$ cat config.mk
export PLATFORM = sky130hd
export DESIGN_NAME = io_bel_multi_reg_flat
export DESIGN_NICKNAME = d
export VERILOG_FILES = /design/src/rtl/io_bel_multi_reg_if.sv /design/src/rtl/io_bel_multi_reg.sv /design/src/flat_wrapper.sv
export SDC_FILE = /design/constraint.sdc
export NUM_CORES = 1
export LEC_CHECK = 0
export CAP_MARGIN = 20
export CORE_MARGIN = 4
export CORE_UTILIZATION = 39
export DETAILED_ROUTE_END_ITERATION = 12
export GPL_ROUTABILITY_DRIVEN = 0
export HOLD_SLACK_MARGIN = 0.08
export PLACE_DENSITY_LB_ADDON = 0.1
export SLEW_MARGIN = 20
export SYNTH_ARGS = -nofsm -noshare
export SYNTH_HDL_FRONTEND = slang
export SYNTH_SLANG_ARGS = --single-unit
$ cat constraint.sdc
create_clock -name UserCLK -period 1.4 [get_ports UserCLK]
set_clock_uncertainty 0.2 [all_clocks]
set_input_delay 0.28 -clock UserCLK [delete_from_list [all_inputs] [get_ports UserCLK]]
set_output_delay 0.28 -clock UserCLK [all_outputs]
set_load 0.005 [all_outputs]
$ cat src/rtl/io_bel_multi_reg_if.sv
// Fabric and pad signal bundle for the N-channel bidirectional IO BEL.
// The master side drives fabric data, pad input and config. The slave side is the BEL.
interface io_bel_multi_reg_if #(
  parameter int NCH   = 2,
  parameter int CFG_W = 5
);
  logic [NCH-1:0]       I;
  logic [NCH-1:0]       T;
  logic [NCH-1:0]       O;
  logic [NCH-1:0]       Q;
  logic [NCH-1:0]       Edge;
  logic [NCH-1:0]       O_top;
  logic [NCH-1:0]       I_top;
  logic [NCH-1:0]       T_top;
  logic [NCH*CFG_W-1:0] ConfigBits;

  modport master (
    output I, T, O_top, ConfigBits,
    input  O, Q, Edge, I_top, T_top
  );

  modport slave (
    input  I, T, O_top, ConfigBits,
    output O, Q, Edge, I_top, T_top
  );
endinterface

$ cat src/rtl/io_bel_multi_reg.sv
// N-channel bidirectional IO BEL with configurable input capture (direct/registered/sync/filtered),
// optional registered output and tristate paths, invert options and a per-channel edge pulse.
module io_bel_multi_reg #(
  parameter int NCH      = 2,
  parameter int FILT_LEN = 4,
  parameter int CFG_W    = 5
) (
  input logic                UserCLK,
  input logic                reset,
  io_bel_multi_reg_if.slave  io
);

  localparam int                CNT_W   = $clog2(FILT_LEN + 1);
  localparam logic [CNT_W-1:0]  CNT_MAX = CNT_W'(FILT_LEN - 1);

  generate
    for (genvar gi = 0; gi < NCH; gi++) begin : g_ch
      logic [CFG_W-1:0] cfg;
      logic [1:0]       in_mode;
      logic             out_reg;
      logic             t_inv;
      logic             in_inv;

      logic x;
      logic tt;
      logic o_c;

      logic r1_q, r1_d;
      logic s1_q, s1_d;
      logic s2_q, s2_d;
      logic f_q, f_d;
      logic q_q, q_d;
      logic qp_q, qp_d;
      logic itop_q, itop_d;
      logic ttop_q, ttop_d;
      logic [CNT_W-1:0] c_q, c_d;

      assign cfg     = io.ConfigBits[gi*CFG_W +: CFG_W];
      assign in_mode = cfg[1:0];
      assign out_reg = cfg[2];
      assign t_inv   = cfg[3];
      assign in_inv  = cfg[4];

      assign x  = io.O_top[gi] ^ in_inv;
      assign tt = io.T[gi] ^ t_inv;

      // Every input-path stage runs regardless of in_mode, so switching modes only re-steers the mux.
      always_comb begin
        r1_d   = x;
        s1_d   = x;
        s2_d   = s1_q;
        f_d    = f_q;
        c_d    = c_q;
        if (s2_q == f_q) begin
          c_d = '0;
        end else if (c_q == CNT_MAX) begin
          f_d = s2_q;
          c_d = '0;
        end else begin
          c_d = c_q + 1'b1;
        end

        case (in_mode)
          2'b00:   o_c = x;
          2'b01:   o_c = r1_q;
          2'b10:   o_c = s2_q;
          default: o_c = f_q;
        endcase

        q_d    = o_c;
        qp_d   = q_q;
        itop_d = io.I[gi];
        ttop_d = tt;
      end

      always_ff @(posedge UserCLK) begin
        if (reset) begin
          r1_q   <= 1'b0;
          s1_q   <= 1'b0;
          s2_q   <= 1'b0;
          f_q    <= 1'b0;
          c_q    <= '0;
          q_q    <= 1'b0;
          qp_q   <= 1'b0;
          itop_q <= 1'b0;
          ttop_q <= 1'b1;
        end else begin
          r1_q   <= r1_d;
          s1_q   <= s1_d;
          s2_q   <= s2_d;
          f_q    <= f_d;
          c_q    <= c_d;
          q_q    <= q_d;
          qp_q   <= qp_d;
          itop_q <= itop_d;
          ttop_q <= ttop_d;
        end
      end

      assign io.O[gi]     = o_c;
      assign io.Q[gi]     = q_q;
      assign io.Edge[gi]  = q_q ^ qp_q;
      assign io.I_top[gi] = out_reg ? itop_q : io.I[gi];
      assign io.T_top[gi] = out_reg ? ttop_q : tt;
    end
  endgenerate

endmodule
$ cat src/flat_wrapper.sv
// flat-port wrapper written by rule: the top's interface ports become plain ports
module io_bel_multi_reg_flat 
#(
  parameter int NCH      = 2,
  parameter int FILT_LEN = 4,
  parameter int CFG_W    = 5
)
  (UserCLK, reset, io_I, io_T, io_O_top, io_ConfigBits, io_O, io_Q, io_Edge, io_I_top, io_T_top);
  io_bel_multi_reg_if #(.NCH(NCH), .CFG_W(CFG_W)) io_i ();
  input logic UserCLK;
  input logic reset;
  input wire logic [$bits(io_i.I)-1:0] io_I;
  input wire logic [$bits(io_i.T)-1:0] io_T;
  input wire logic [$bits(io_i.O_top)-1:0] io_O_top;
  input wire logic [$bits(io_i.ConfigBits)-1:0] io_ConfigBits;
  output wire logic [$bits(io_i.O)-1:0] io_O;
  output wire logic [$bits(io_i.Q)-1:0] io_Q;
  output wire logic [$bits(io_i.Edge)-1:0] io_Edge;
  output wire logic [$bits(io_i.I_top)-1:0] io_I_top;
  output wire logic [$bits(io_i.T_top)-1:0] io_T_top;
  assign io_i.I = io_I;
  assign io_i.T = io_T;
  assign io_i.O_top = io_O_top;
  assign io_i.ConfigBits = io_ConfigBits;
  assign io_O = io_i.O;
  assign io_Q = io_i.Q;
  assign io_Edge = io_i.Edge;
  assign io_I_top = io_i.I_top;
  assign io_T_top = io_i.T_top;
  io_bel_multi_reg #(.NCH(NCH), .FILT_LEN(FILT_LEN), .CFG_W(CFG_W)) u_core (.UserCLK(UserCLK), .reset(reset), .io(io_i));
endmodule
==> qor.csv <==
stage,metric,value,unit
synth,yosys_register_bits,20,
floorplanning,io-pin-count,28,
clock_network,cts_sinks,20,
synth,synthTopCellsByCount,"20 x dfxtp_1, 8 x nor2_1, 6 x nor2b_1, 6 x xor2_1",
worst_setup_path,worstReg2RegEnd,u_core.g_ch[1].c_q[2],
route,vias_per_cell,4.36,
grt,grt-ovfl-total,0,
synth,synth_area_per_cell,11.5,um^2
timing,slew_violations,0,
synth,synth.area.top_cells,"dfxtp_1 49%, xor2_1 6.4%, ha_1 6.1%",
final_layout,final_cells,137,
clock_network,cts-buffers-inserted,3,
synth,yosys_warnings,0,
synth,synth_edf_count,0,
place,dpl.hpwl,1110,um
worst_setup_path,crit_chain,mux4_2 > buf_2,
final_layout,area_growth,55.8,%
final_layout,multi_input_area,455,um^2
worst_setup_path,arrival,1.24,ns
final_layout,register_area,410,um^2
worst_setup_path,crit_buf_inv,1,
final_layout,nets,134,
worst_setup_path,critical-path-top-delay-family,multiplexers,
route,routed_wl,1490,um
synth,seq_area_frac_synth,0.489,
min_path,min_from,io_O_top[0],
floorplanning,die_h,53.8,um
grt,antenna_found_initial,0,
synth,synth_area,818,um^2
synth,synth_fp_nets,93,
power,p_per_area,834,mW/mm^2
floorplanning,initial_core_util,0.413,
outcome,violations,negative setup slack,
final_layout,drive_above_1_share,0.536,
floorplanning,die_width,53.8,um
grt,grt_max_degree,11,
worst_setup_path,cp-startpoint,u_core.g_ch[1].f_q,
route,drc,0,
place,portBuffers,27,
grt,grt_pass1_vias,617,
worst_setup_path,crit_slowest_cell,mux4_2,
floorplanning,dieArea,0.00289,mm^2
timing,tns,-1.00,ns
clock_network,clk_pin_slew_worst_paths,0.10,ns
worst_setup_path,path_depth,2,
worst_setup_path,ff2ff_setup_slack,0.05,ns
job,drv_cap,0,
timing,max-slew-margin-rel,0.850,
clock_network,cts_tree,done,
synth,yosysMostFrequentCell,dfxtp_1,
timing,tightest_slew,0.225,ns
synth,synth_top_flop_cell,dfxtp_1,
synth,synth_cells,71,
floorplanning,fp.coreArea,0.00198,mm^2
route,wl_per_cell,10.9,um
worst_setup_path,r2r_cells,4,
worst_setup_path,rr_startpoint,u_core.g_ch[1].c_q[0],
grt,grt_use_total,0.114,
worst_setup_path,endpoint,io_O[1],
timing,final.min_clock_period,1.72,ns
clock_network,worstSkewPairLatency,0.29,ns
worst_setup_path,critical_path.max_stage_delay,0.47,ns
clock_network,cts_hold_buffers,0,
synth,yosys.cell_types.count,16,
floorplanning,num_rows,16,
timing,setup_ws,-0.320,ns
worst_setup_path,endpoint_kind,primary output,
timing,finalSetupViolCount,7,
timing,rsz0062_at_grt,yes,
power,ir_worst_vdd,0.473,mV
min_path,hold_class,input port to flip-flop,
timing,fmax,581,MHz
timing,finalHoldViolations,0,
timing,fin_crit_sh,1.23,
clock_network,htreeDepth,1,
synth,synth_top_area_cell,dfxtp_1,
worst_setup_path,cp-start-kind,flip-flop,
worst_setup_path,path_class,flip-flop to primary output,
clock_network,cts_root_buffer,clkbuf_4,
route,ant_nets,0,
clock_network,clk_path_buf_depth,2,
place,place_inst,130,
route,dr.pass1.iters,2,
outcome,status,finished with violations,
final_layout,n_antenna_cell,0,
route,drtIter0Drc,1,
synth,async_flop_share,0,
grt,grt_pass1_wl,2280,um
route,vias,597,
worst_setup_path,required,0.92,ns
power,p_leak,0.555,nW
worst_setup_path,path_max_fanout,2,
final_layout,n_fill_cell,157,
synth,yosysTopAreaCellShare,0.489,
[per-layer routing]
metal	part of all wire	vias up	track usage
li1	-	306	-
met3	0.070	3	0.0277
met5	0	-	0
met1	0.43	266	0.113
met2	0.48	22	0.202
met4	0.019	0	0.0894
[layout make-up]
class                   instances  share of cell area
multi-input cells              42               0.357
flip-flops and latches         20               0.322
repair buffers                 41               0.265
well taps                      27              0.0265
clock buffers                   3              0.0177
inverters                       4              0.0118
[cell usage in the layout (no fill, tap or decap)]
cell	n
buf_6	5
xor2_2	1
dfxtp_1	12
mux4_2	2
mux2_4	4
clkdlybuf4s15_1	5
clkdlybuf4s50_1	3
nor2b_1	6
clkbuf_4	3
nor2_1	6
nor2_2	2
nor2b_2	2
dlygate4sd2_1	6
buf_2	8
inv_1	4
buf_4	13
dfxtp_2	8
nor2b_4	2
ha_4	4
xor2_1	5
or2_2	2
or3_4	2
clkdlybuf4s15_2	1
mux2i_1	2
xnor2_1	2
[state kept, by name, summed over array words and instances, names as in the netlist]
register and cells:
u_core.g_ch.qp_q 2, u_core.g_ch.itop_q 2, u_core.g_ch.s2_q 2, u_core.g_ch.r1_q 1
u_core.g_ch.s1_q 1, u_core.g_ch.f_q 2, u_core.g_ch.q_q 2, u_core.g_ch.ttop_q 2
u_core.g_ch.c_q 6
[tightest hold or removal path: stages]
cell and delay, ns:
buf_2 0.10, xor2_2 0.08, nor2b_2 0.14
[report_power, final]
part	switching [mW]	internal, mW
Sequential	0.0118	0.594
Combinational	0.0621	0.134
Clock	0.161	0.100
Total	0.235	0.828
[cells by family (layout without fill, tap and decap cells)]
kind of cell | count (synthesis) | after routing | share of synthesized area
fa+ha+maj | 4 | 4 | 0.0612
flops | 20 | 20 | 0.489
buf+inv | 9 | 48 | 0.0612
mux | 8 | 8 | 0.135
xor+xnor | 8 | 8 | 0.0856
simple gates | 22 | 22 | 0.168
[worst min path at each step]
stage / to / slack [ns] / cells past startpoint
after floorplan: u_core.g_ch[0].q_q / 0.14 / 1
after global placement: u_core.g_ch[1].c_q[0] / 0.20 / 1
after detailed placement: u_core.g_ch[1].c_q[0] / 0.21 / 1
after CTS: u_core.g_ch[0].itop_q / 0.13 / 2
after global routing: u_core.g_ch[0].s1_q / 0.13 / 3
final: u_core.g_ch[0].s1_q / 0.14 / 3
[per-stage QoR]
| stage | setup WS (ns) | hold slack (ns) | area [um^2] | util | power, mW |
|---|---|---|---|---|---|
| floorplan | -0.0977 | 0.144 | 836 | - | 0.702 |
| global placement | -0.885 | 0.203 | 1170 | 0.592 | 0.812 |
| detailed placement | -0.901 | 0.210 | 1170 | 0.592 | 0.814 |
| CTS | -0.342 | 0.128 | 1220 | 0.617 | 1.08 |
| global route | -0.362 | 0.125 | 1270 | 0.643 | 1.12 |
| finish | -0.320 | 0.144 | 1270 | 0.643 | 1.06 |
[repair_timing]
action | in CTS | in global routing
buffers inserted | 5 | 1
endpoints found under the setup margin | 18 | 15
resized for setup | 82 | 13
pin swaps | 10 | 6
Power figures use the tool's default switching activity.
